===== config.mk =====
export PLATFORM = sky130hd
export DESIGN_NAME = hit_led_driver
export DESIGN_NICKNAME = d
export VERILOG_FILES = /design/src/rtl/hit_led_pkg.sv /design/src/rtl/hit_led_channel.sv /design/src/rtl/hit_led_driver.sv
export SDC_FILE = /design/constraint.sdc
export NUM_CORES = 1
export LEC_CHECK = 0
export ABC_AREA = 1
export CAP_MARGIN = 10
export CORE_MARGIN = 4
export CORE_UTILIZATION = 65
export DETAILED_ROUTE_END_ITERATION = 8
export PLACE_DENSITY = 0.8
export SYNTH_ARGS = -nofsm -noshare
export SYNTH_HDL_FRONTEND = slang
export SYNTH_SLANG_ARGS = --single-unit
export TNS_END_PERCENT = 100

===== constraint.sdc =====
create_clock -name clk -period 4 [get_ports clk]
set_clock_uncertainty 0.15 [all_clocks]
set_input_delay 0.6 -clock clk [delete_from_list [all_inputs] [get_ports clk]]
set_output_delay 0.6 -clock clk [all_outputs]
set_load 0.005 [all_outputs]

===== src/rtl/hit_led_pkg.sv =====
// rtl/hit_led_pkg.sv - shared types, defaults and helpers for the hit LED driver
package hit_led_pkg;

  typedef enum logic [1:0] {
    IDLE = 2'd0,
    HOLD = 2'd1,
    FADE = 2'd2
  } ch_state_e;

  localparam int unsigned DEF_HOLD_CYCLES = 10_000_000;
  localparam int unsigned DEF_FADE_CYCLES = 1_000_000;
  localparam int unsigned DEF_PWM_BITS    = 4;

  // First fade level: one step below full brightness so the fade is visible
  function automatic int unsigned fade_start_level(input int unsigned pwm_bits);
    return (32'd1 << pwm_bits) - 32'd2;
  endfunction

endpackage


===== src/rtl/hit_led_channel.sv =====
// rtl/hit_led_channel.sv - one track: hold then PWM fade-out, retriggerable
module hit_led_channel
  import hit_led_pkg::*;
#(
  parameter int unsigned HOLD_CYCLES = DEF_HOLD_CYCLES,
  parameter int unsigned FADE_CYCLES = DEF_FADE_CYCLES,
  parameter int unsigned PWM_BITS    = DEF_PWM_BITS
) (
  input  logic                clk,
  input  logic                rst_n,
  input  logic                trig,
  input  logic [PWM_BITS-1:0] pwm_next,
  output logic                led,
  output logic                busy
);

  localparam int HW = (HOLD_CYCLES > 1) ? $clog2(HOLD_CYCLES) : 1;
  localparam int FW = (FADE_CYCLES > 1) ? $clog2(FADE_CYCLES) : 1;
  localparam logic [HW-1:0]       HOLD_LOAD  = HW'(HOLD_CYCLES - 1);
  localparam logic [FW-1:0]       FADE_LOAD  = FW'(FADE_CYCLES - 1);
  localparam logic [PWM_BITS-1:0] DUTY_START = PWM_BITS'(fade_start_level(PWM_BITS));

  ch_state_e           state, state_n;
  logic [HW-1:0]       hcnt, hcnt_n;
  logic [FW-1:0]       fcnt, fcnt_n;
  logic [PWM_BITS-1:0] duty, duty_n;
  logic                led_n, busy_n;

  // State, counters and registered outputs
  always_ff @(posedge clk or negedge rst_n) begin
    if (!rst_n) begin
      state <= IDLE;
      hcnt  <= '0;
      fcnt  <= '0;
      duty  <= '0;
      led   <= 1'b0;
      busy  <= 1'b0;
    end else begin
      state <= state_n;
      hcnt  <= hcnt_n;
      fcnt  <= fcnt_n;
      duty  <= duty_n;
      led   <= led_n;
      busy  <= busy_n;
    end
  end

  // Next state; a trigger wins over any expiry in the same cycle.
  // LED is derived from next-state values so it lines up with pwm_cnt.
  always_comb begin
    state_n = state;
    hcnt_n  = hcnt;
    fcnt_n  = fcnt;
    duty_n  = duty;
    if (trig) begin
      state_n = HOLD;
      hcnt_n  = HOLD_LOAD;
    end else begin
      case (state)
        HOLD: begin
          if (hcnt == '0) begin
            state_n = FADE;
            duty_n  = DUTY_START;
            fcnt_n  = FADE_LOAD;
          end else begin
            hcnt_n = hcnt - 1'b1;
          end
        end
        FADE: begin
          if (fcnt == '0) begin
            if (duty == PWM_BITS'(1)) begin
              state_n = IDLE;
              duty_n  = '0;
            end else begin
              duty_n = duty - 1'b1;
              fcnt_n = FADE_LOAD;
            end
          end else begin
            fcnt_n = fcnt - 1'b1;
          end
        end
        default: ;
      endcase
    end
    busy_n = (state_n != IDLE);
    led_n  = (state_n == HOLD) || ((state_n == FADE) && (pwm_next < duty_n));
  end

endmodule


===== src/rtl/hit_led_driver.sv =====
// rtl/hit_led_driver.sv - N-track hit LED driver with a shared PWM counter
module hit_led_driver
  import hit_led_pkg::*;
#(
  parameter int unsigned N_TRACK     = 6,
  parameter int unsigned HOLD_CYCLES = DEF_HOLD_CYCLES,
  parameter int unsigned PWM_BITS    = DEF_PWM_BITS,
  parameter int unsigned FADE_CYCLES = DEF_FADE_CYCLES
) (
  input  logic               clk,
  input  logic               rst_n,
  input  logic               enable,
  input  logic [N_TRACK-1:0] hit,
  output logic [N_TRACK-1:0] led,
  output logic [N_TRACK-1:0] busy
);

  logic [PWM_BITS-1:0] pwm_cnt;
  logic [PWM_BITS-1:0] pwm_next;

  assign pwm_next = pwm_cnt + 1'b1;

  // Free-running PWM counter shared by all channels; wraps naturally
  always_ff @(posedge clk or negedge rst_n) begin
    if (!rst_n) pwm_cnt <= '0;
    else        pwm_cnt <= pwm_next;
  end

  for (genvar i = 0; i < N_TRACK; i++) begin : g_ch
    hit_led_channel #(
      .HOLD_CYCLES(HOLD_CYCLES),
      .FADE_CYCLES(FADE_CYCLES),
      .PWM_BITS   (PWM_BITS)
    ) u_ch (
      .clk     (clk),
      .rst_n   (rst_n),
      .trig    (hit[i] & enable),
      .pwm_next(pwm_next),
      .led     (led[i]),
      .busy    (busy[i])
    );
  end

endmodule


==> results of run 1 <==
==> placed cells by master, fill, tap and decap left out, drive strengths merged, types with 49 or more instances in the layout <==
cell type / netlist / final
ha: 61 / 61
nor2: 529 / 529
nor3: 65 / 65
nand4: 60 / 60
a21oi: 110 / 110
clkbuf: 14 / 49
inv: 366 / 366
dfrtp: 316 / 316
o21ai: 202 / 202
nand2: 504 / 504
nand3: 189 / 189
==> worst max-delay path, stage by stage <==
cell	delay, ns
clkdlybuf4s50_1	0.52
buf_4	0.22
nand2_2	0.07
inv_2	0.13
nor2_2	0.15
inv_2	0.08
or2_1	0.24
nand2_1	0.11
nand2_2	0.24
nor2_1	0.44
inv_1	0.24
nand3_1	0.15
==> per-layer routing <==
layer / vias up / wire length [um] / track usage / part of all wire
met2: 425 / 20800 / 0.457 / 0.48
met3: 64 / 1950 / 0.0307 / 0.045
met4: 0 / 811 / 0.0626 / 0.019
li1: 8735 / - / - / -
met5: - / 0 / 0 / 0
met1: 8208 / 20100 / 0.375 / 0.46
==> final cells by class <==
| cell class | instances | share of cell area |
|---|---|---|
| tap | 384 | 0.0229 |
| multi-input combinational | 1931 | 0.465 |
| sequential | 316 | 0.376 |
| inverter | 367 | 0.0662 |
| clock inverter | 7 | 0.00417 |
| clock buffer | 49 | 0.0472 |
| timing repair buffer | 41 | 0.0185 |
==> sequential cells by signal (all words and copies together) (netlist names) <==
register         flops
g_ch.u_ch.led        6
g_ch.u_ch.state     12
g_ch.u_ch.hcnt     144
g_ch.u_ch.fcnt     120
g_ch.u_ch.busy       6
g_ch.u_ch.duty      24
pwm_cnt              4
==> metrics by stage <==
stage | util | worst slack [ns] | power (W) | area [sq um] | hold slack [ns]
5_1_grt | 0.724 | 0.890 | 0.00821 | 21000 | 0.0552
2_1_floorplan | - | 1.57 | 0.00441 | 19300 | 0.154
6_report | 0.724 | 1.08 | 0.00781 | 21000 | -0.0309
4_1_cts | 0.724 | 1.13 | 0.00786 | 21000 | 0.0176
3_5_place_dp | 0.687 | 0.623 | 0.00474 | 19900 | 0.323
3_3_place_gp | 0.687 | 0.703 | 0.00469 | 19900 | 0.317
==> power by group through the flow <==
stage / combinational, W / clock (W) / sequential (W)
after global routing: 0.00135 / 0.00330 / 0.00357
after global placement: 0.00111 / 0 / 0.00358
after CTS: 0.00117 / 0.00316 / 0.00354
final: 0.00116 / 0.00310 / 0.00354
after detailed placement: 0.00115 / 0 / 0.00359
after floorplan: 0.000860 / 0 / 0.00355
==> logic make-up after synthesis <==
family                     after synthesis
adders and majority gates               61
xor gates and xnor gates                47
DFF                                    316
buffers and inverters                  407
and+or+nand+nor                       1438
AOI/OAI and AO/OA                      385
==> path summary, 6_finish.rpt <==
check                                                       start                                 to  slack, ns
worst max-delay path                                       enable  g_ch[0].u_ch.fcnt[16]$_DFFE_PN0P_       1.08
worst min-delay path                                        rst_n  g_ch[0].u_ch.hcnt[14]$_DFFE_PN0P_      -0.03
worst max register to register   g_ch[3].u_ch.hcnt[0]$_DFFE_PN0P_  g_ch[3].u_ch.fcnt[14]$_DFFE_PN0P_       1.21
worst min register to register  g_ch[5].u_ch.fcnt[19]$_DFFE_PN0P_  g_ch[5].u_ch.fcnt[19]$_DFFE_PN0P_       0.33
max in group asynchronous                                   rst_n  g_ch[3].u_ch.hcnt[22]$_DFFE_PN0P_       2.76
min in group clk                g_ch[5].u_ch.fcnt[19]$_DFFE_PN0P_  g_ch[5].u_ch.fcnt[19]$_DFFE_PN0P_       0.33
==> results list, run 1 <==
- Avg Cell Area, Syn: 7.28 sq um
* Cell at the root of the clock tree: clkbuf_16
* Synth area leaders: dfrtp_1, nor2_1, nand2_1, inv_1, o21ai_0
- The max-slew violation count is 0.
* Number of register bits inferred by synthesis: 316
- Counting along the longest clock path gives a buffer depth of 3.
- I/O pin cnt: 21
* Area growth, synth to finish: 8.81%
- When the netlist entered floorplanning its net count stood at 2724.
* Total via count in the routed design: 17400
- Critical Path Start Type: input port
- Endpoint kind of the worst setup timing path: flip-flop
- The number of clock buffers added by TritonCTS is 36.
- Data required time at the worst endpoint: 4.28 ns
* Final GP Congestion: 0.926
- Along the worst path, the maximum fanout reaches 19.
* Most used standard cell by instance count after synthesis: nor2_1
* Standard-cell row count: 62
- Adding up every negative setup slack in the final design gives 0 ns.
* Hold Worst Slack: -0.0309 ns
- By area, the combinational part of the netlist is dominated by simple AND/OR/NAND/NOR gates.
- Setup-failing EPs final: 0
- In this run, post-CTS repair resized a total of 0 instances.
* Net switching power figure: 0.00218 W
* Area taken by multi-input logic gates: 0.00977 sq mm
* Top-area cell type share of the netlist area: 0.409
- Maximum capacitance violations: 0
- The checks that failed: hold timing.
* Final Cycle Share: 0.729
- For the finished layout, the period the worst path requires is 2.92 ns.
- Via-to-Cell Ratio: 5.63
* Cell area after synthesis: 0.0193 sq mm
- Antenna Nets Post-Route: 0
- Xor and xnor area share after synthesis: 0.0213
- Across every metal layer, demand over resource in global routing totals 0.269.
* Outcome: finished, violations left
- The die covers 0.0325 sq mm.
- After the first detailed-routing iteration, the DRC count stood at 1348.
* Worst min path class: input port to async pin
* Peak Freq: 343 MHz
- Clk pwr share: 0.398
- For this block, the routed nets add up to 43.7 mm of wire.
* Combinational group share of total power: 0.149
- Slew at the pin with the worst max-slew slack: 0.786 ns
* Fraction of the mapped netlist area in simple logic gates: 0.335
* Height of the die: 180 um
- Total half-perimeter wirelength after legalization and detailed placement: 31.4 mm
* Fraction of the mapped netlist area in compound gates: 0.110
* Share of cell area taken by muxes after synthesis: 0
* Maximum resistive drop on vdd: 0.351 mV
- STA puts the critical path data arrival time at 3.20 ns.
- By startpoint and endpoint, the worst setup path is classified as input port to flip-flop.
* Synth unique cells: 54
- Counting flops with a built-in enable in the synthesized netlist gives 0.
* Number of standard cells in the layout, taps in and fillers out: 3095
* Async set-reset flop share out of synthesis: 1.00
- Total of fill cells in the finished design: 2312
- The tree built by TritonCTS fans out to 316 sinks.
- Counting every instance in the synthesized netlist gives 2654.
* Number of global-route vias before repair: 17000
- The pre-antenna-repair detailed-routing pass consisted of 5 iterations.
* Number of antenna violations at the first check in global routing: 0
- The H-tree generated during clock tree synthesis spans 2 levels.
- Cell internal power was estimated by the tool at 0.00562 W.
* List of most frequent post-synthesis cells: nor2_1, nand2_1, inv_1
* Cell count after placement: 3039
* Static leakage power: 9.86 nW
* Worst-Skew Late Latency: 0.51 ns
* Total area of sequential cells: 0.00791 sq mm
- In this run the standard cell core region covers 0.0290 sq mm.
* CTS tree: built
- Overall overflow remaining after global route: 0
* Clock-pin transition on the worst setup and hold timing paths: 0.06 ns
- DRC violations left: 0
- Entering global routing, the biggest net connects 103 pins.
- For the worst flop-to-flop path, the logic depth is 13.
* Post-cts hold buffer count: 0
- Flip-flop cell with the highest count after synthesis: dfrtp_1
- Setup repair after global routing left no endpoint under its margin.
- Remaining max-slew budget at the tightest pin: 0.476
- The share of total power dissipated in sequential elements is 0.454.
- Hold violation total from the final report: 9
- The number of antenna diodes in the final layout is 0.
- For this configuration, the core starts out at a cell density of 0.666.
- The Yosys step of the flow raised 0 warnings.
* Power density over the cells: 371 mW/mm^2
- At the end of the flow, the number of nets in the layout was 2763.
- In this run the tool buffered the top-level ports with 20 buffer cells.
- The share of the Yosys chip area taken by registers is 0.409.
- The floorplan step set the die width to 180 um.
* Global-route wire length before repair: 76.7 mm
- Area share of fa/ha/maj cells after synthesis: 0.0395
- Switching Fraction: 0.280
* Share of layout cells above drive strength 1: 0.0601
- Avg WL per Cell: 14.1 um
* Largest area contributor in the synthesized netlist: dfrtp_1
- Once the clock tree was built, the setup fixing pass inserted 0 buffers.
Power figures use the tool's default switching activity.
==> inputs of run 2 (changes only) <==
--- a/config.mk
+++ b/config.mk
@@ -8,9 +8,9 @@
 export ABC_AREA = 1
 export CAP_MARGIN = 10
 export CORE_MARGIN = 4
-export CORE_UTILIZATION = 65
+export CORE_UTILIZATION = 64
 export DETAILED_ROUTE_END_ITERATION = 8
-export PLACE_DENSITY = 0.8
+export PLACE_DENSITY = 0.79
 export SYNTH_ARGS = -nofsm -noshare
 export SYNTH_HDL_FRONTEND = slang
 export SYNTH_SLANG_ARGS = --single-unit
==> constraint.sdc (replaced) <==
create_clock -name clk -period 3 [get_ports clk]
set_clock_uncertainty 0.15 [all_clocks]
set_input_delay 0.45 -clock clk [delete_from_list [all_inputs] [get_ports clk]]
set_output_delay 0.45 -clock clk [all_outputs]
set_load 0.005 [all_outputs]
==> results list, run 2 (synthesized netlist as in run 1, its figures left out) <==
* Avg WL per Cell: 13.9 um (-1.4%)
- H-tree levels: 2 (unchanged)
* Core region area: 0.0297 sq mm (+2.4%)
- Highest-utilization routing layer at the global route stage: met2
- Height of the die: 182 um (+0.74%)
- Final-report max-slew violation count: 0 (unchanged)
* Remaining max-slew budget at the tightest pin: 0.578 (+0.103)
- Cell at the root of the clock tree: clkbuf_16
- NumNets Final: 2785 (+0.80%)
* Number of buffers added by the clock tree synthesis step: 37 (+2.8%)
- The summed negative setup slack over all endpoints was 0 ns (unchanged).
- The global placer's final weighted congestion came to 0.920 (-0.59%).
* Worst min path class: input port to async pin
- Number of buffers added on ports: 20 (unchanged)
- The number of antenna violations at the first check in global routing was 0 (unchanged).
- The number of fill cells in the layout was 2304 (-0.35%).
- Startpoint of the worst register-to-register path: g_ch[5].u_ch.hcnt[0]$_DFFE_PN0P_
- Setup repair after global routing left no endpoint under its margin.
- Standard-cell row count: 63 (+1.6%)
* Overall die area: 0.0330 sq mm (+1.5%)
- Met2 Usage GRT: 0.439 (-0.0182)
- Largest net degree at the start of global routing: 78 (-24%)
- The total count of hold-check failures in the final report was 0 (-9).
- Hold Worst Slack: 0.338 ns (+0.369 ns)
- The DRC marker count from the first detailed-route iteration is 1367 (+1.4%).
- Clock-pin transition on the worst setup and hold timing paths: 0.06 ns (about the same)
* Met3 GRT Util: 0.0343 (+0.00357)
- The number of post-CTS setup repair buffers came to 0 (unchanged).
- The via count of the first global-routing pass came to 16800 (-0.97%).
* Antenna Nets Post-Route: 0 (unchanged)
* Worst-Skew Late Latency: 0.53 ns (+0.02 ns)
- Final Cycle Share: 0.933
- Global router's overall resource usage: 0.264 (-0.00502)
* Detailed-routing iteration count for the pre-antenna-repair pass: 6 (+1)
- Bufs on Longest Clock Path: 3 (unchanged)
- Final worst-path setup slack: 0.202 ns (-0.881 ns)
- Data arrival time of the critical path: 3.06 ns (-0.14 ns)
- The met1 usage in global routing is 0.366 (-0.00892).
- The I/O pin count was 21 (unchanged).
* Area growth, synth to finish: 11.1%
- The post-place setup slack was 0.196 ns (-0.427 ns).
- Initial core utilization: 0.650 (-0.0158)
- Timing would allow up to 357 MHz.
* Horizontal extent of the die: 182 um (+0.74%)
- Setup-failing EPs final: 0 (unchanged)
- Endpoint kind of the worst setup timing path: flip-flop
- Global-route wire length before repair: 75.6 mm (-1.4%)
- The per-cell via count in the routed design was 5.61 (-0.34%).
- Overall overflow remaining after global route: 0 (unchanged)
* Worst setup path class: flip-flop to flip-flop
- Number of clock sinks: 316 (unchanged)
- End of the worst register-to-register path: g_ch[5].u_ch.led$_DFF_PN0_
* Total via count in the routed design: 17600 (+0.92%)
- The total wirelength of the detailed-routed design is 43.6 mm (-0.17%).
* Final standard cell utilization of the core: 0.722 (-0.00201)
- The number of flip-flops under the largest register name came to 144 (unchanged).
- DRC violations left: 0 (unchanged)
* Power density over the cells: 515 mW/mm^2 (+39%)
* Largest register by flop count: g_ch.u_ch.hcnt
- Leaving out fill and tap cells, the most frequent cells in the layout are nor2_1, nand2_1, inv_1.
* Outcome: completed
- The proportion of layout cells with a drive suffix above 1 was 0.0758 (+0.0157).
- Total half-perimeter wirelength after legalization and detailed placement: 31.5 mm (+0.30%)
- Leaving out fill and tap cells, the most frequent cell in the layout is nor2_1.
- Critical Path Start Type: flip-flop
* Maximum resistive drop on vdd: 0.432 mV (+23%)
- The largest fanout of any net on the critical path came to 7 (-12).
* Worst setup slack for register-to-register paths: 0.20 ns (-1.01 ns)
* CTS tree: built
- Biggest regs: g_ch.u_ch.hcnt: 144 flops, g_ch.u_ch.fcnt: 120 flops, g_ch.u_ch.duty: 24 flops
* Maximum capacitance violations: 0 (unchanged)
* Clock period minus worst slack: 2.80 ns
- Slew at the pin with the worst max-slew slack: 0.632 ns (-0.154 ns)
- The total leakage power came to 10.1 nW (+2.2%).
- The worst path required time came to 3.26 ns (-1.02 ns).
* Count of inserted antenna diode cells: 0 (unchanged)
- The worst reg-to-reg path cell count is 17 (+4).
[run 2: how the worst max path moves through the flow]
stage | startpoint | endpoint | slack (ns) | depth (start not counted)
finish | g_ch[5].u_ch.hcnt[0]$_DFFE_PN0P_ | g_ch[5].u_ch.led$_DFF_PN0_ | 0.20 | 17
detailed placement | enable | g_ch[5].u_ch.led$_DFF_PN0_ | 0.20 | 15
global route | g_ch[2].u_ch.fcnt[0]$_DFFE_PN0P_ | g_ch[2].u_ch.led$_DFF_PN0_ | 0.01 | 14
CTS | g_ch[3].u_ch.fcnt[0]$_DFFE_PN0P_ | g_ch[3].u_ch.led$_DFF_PN0_ | 0.21 | 15
global placement | hit[5] | g_ch[5].u_ch.led$_DFF_PN0_ | 0.20 | 15
floorplan | g_ch[4].u_ch.fcnt[0]$_DFFE_PN0P_ | g_ch[4].u_ch.led$_DFF_PN0_ | 0.62 | 16
[run 2: area by class of cell]
type,count,area (sq um),area share
multi-input cells,1931,9780,0.456
flip-flops and latches,316,7910,0.368
inverters,367,1390,0.0648
clock buffers,48,1090,0.0508
repair buffers,62,573,0.0267
well taps,390,488,0.0227
clock inverters,20,229,0.0107
[run 2: through the flow]
stage	area, sq um	std cells	power (W)
after floorplan	19300	2654	0.00588
after global placement	20100	3065	0.00627
final	21500	3134	0.0110
after global routing	21500	3134	0.0116
after CTS	21400	3134	0.0111
after detailed placement	20100	3065	0.00632
[run 2: repair_timing]
item / 4_1_cts / 5_1_grt
setup endpoints to repair: 0 / 3
resized for setup: 0 / 6
hold buffers: 1 / 0
endpoints found under the hold margin: 69 / 0
[run 2: critical path: stages (launching register included)]
cell and delay, ns:
dfrtp_1 0.36, inv_1 0.19, ha_1 0.25, nand2_1 0.10, inv_1 0.12, nand3_1 0.08
nor3_1 0.40, nand2_1 0.10, o21ai_0 0.14, o21ai_0 0.11, nand2_1 0.10, inv_1 0.05
ha_1 0.26, nand2_1 0.05, nand2_1 0.06, nand2_1 0.05, nand3_1 0.06, nand2_1 0.05
[run 2: power by group]
| group | internal, W | switching [W] |
|---|---|---|
| Clock | 0.00293 | 0.00185 |
| Combinational | 0.000534 | 0.00102 |
| Sequential | 0.00451 | 0.000210 |
[run 2: layer usage]
metal	vias up	routed length, um
li1	8774	-
met5	-	0
met3	83	2130
met1	8266	20000
met4	0	956
met2	469	20500
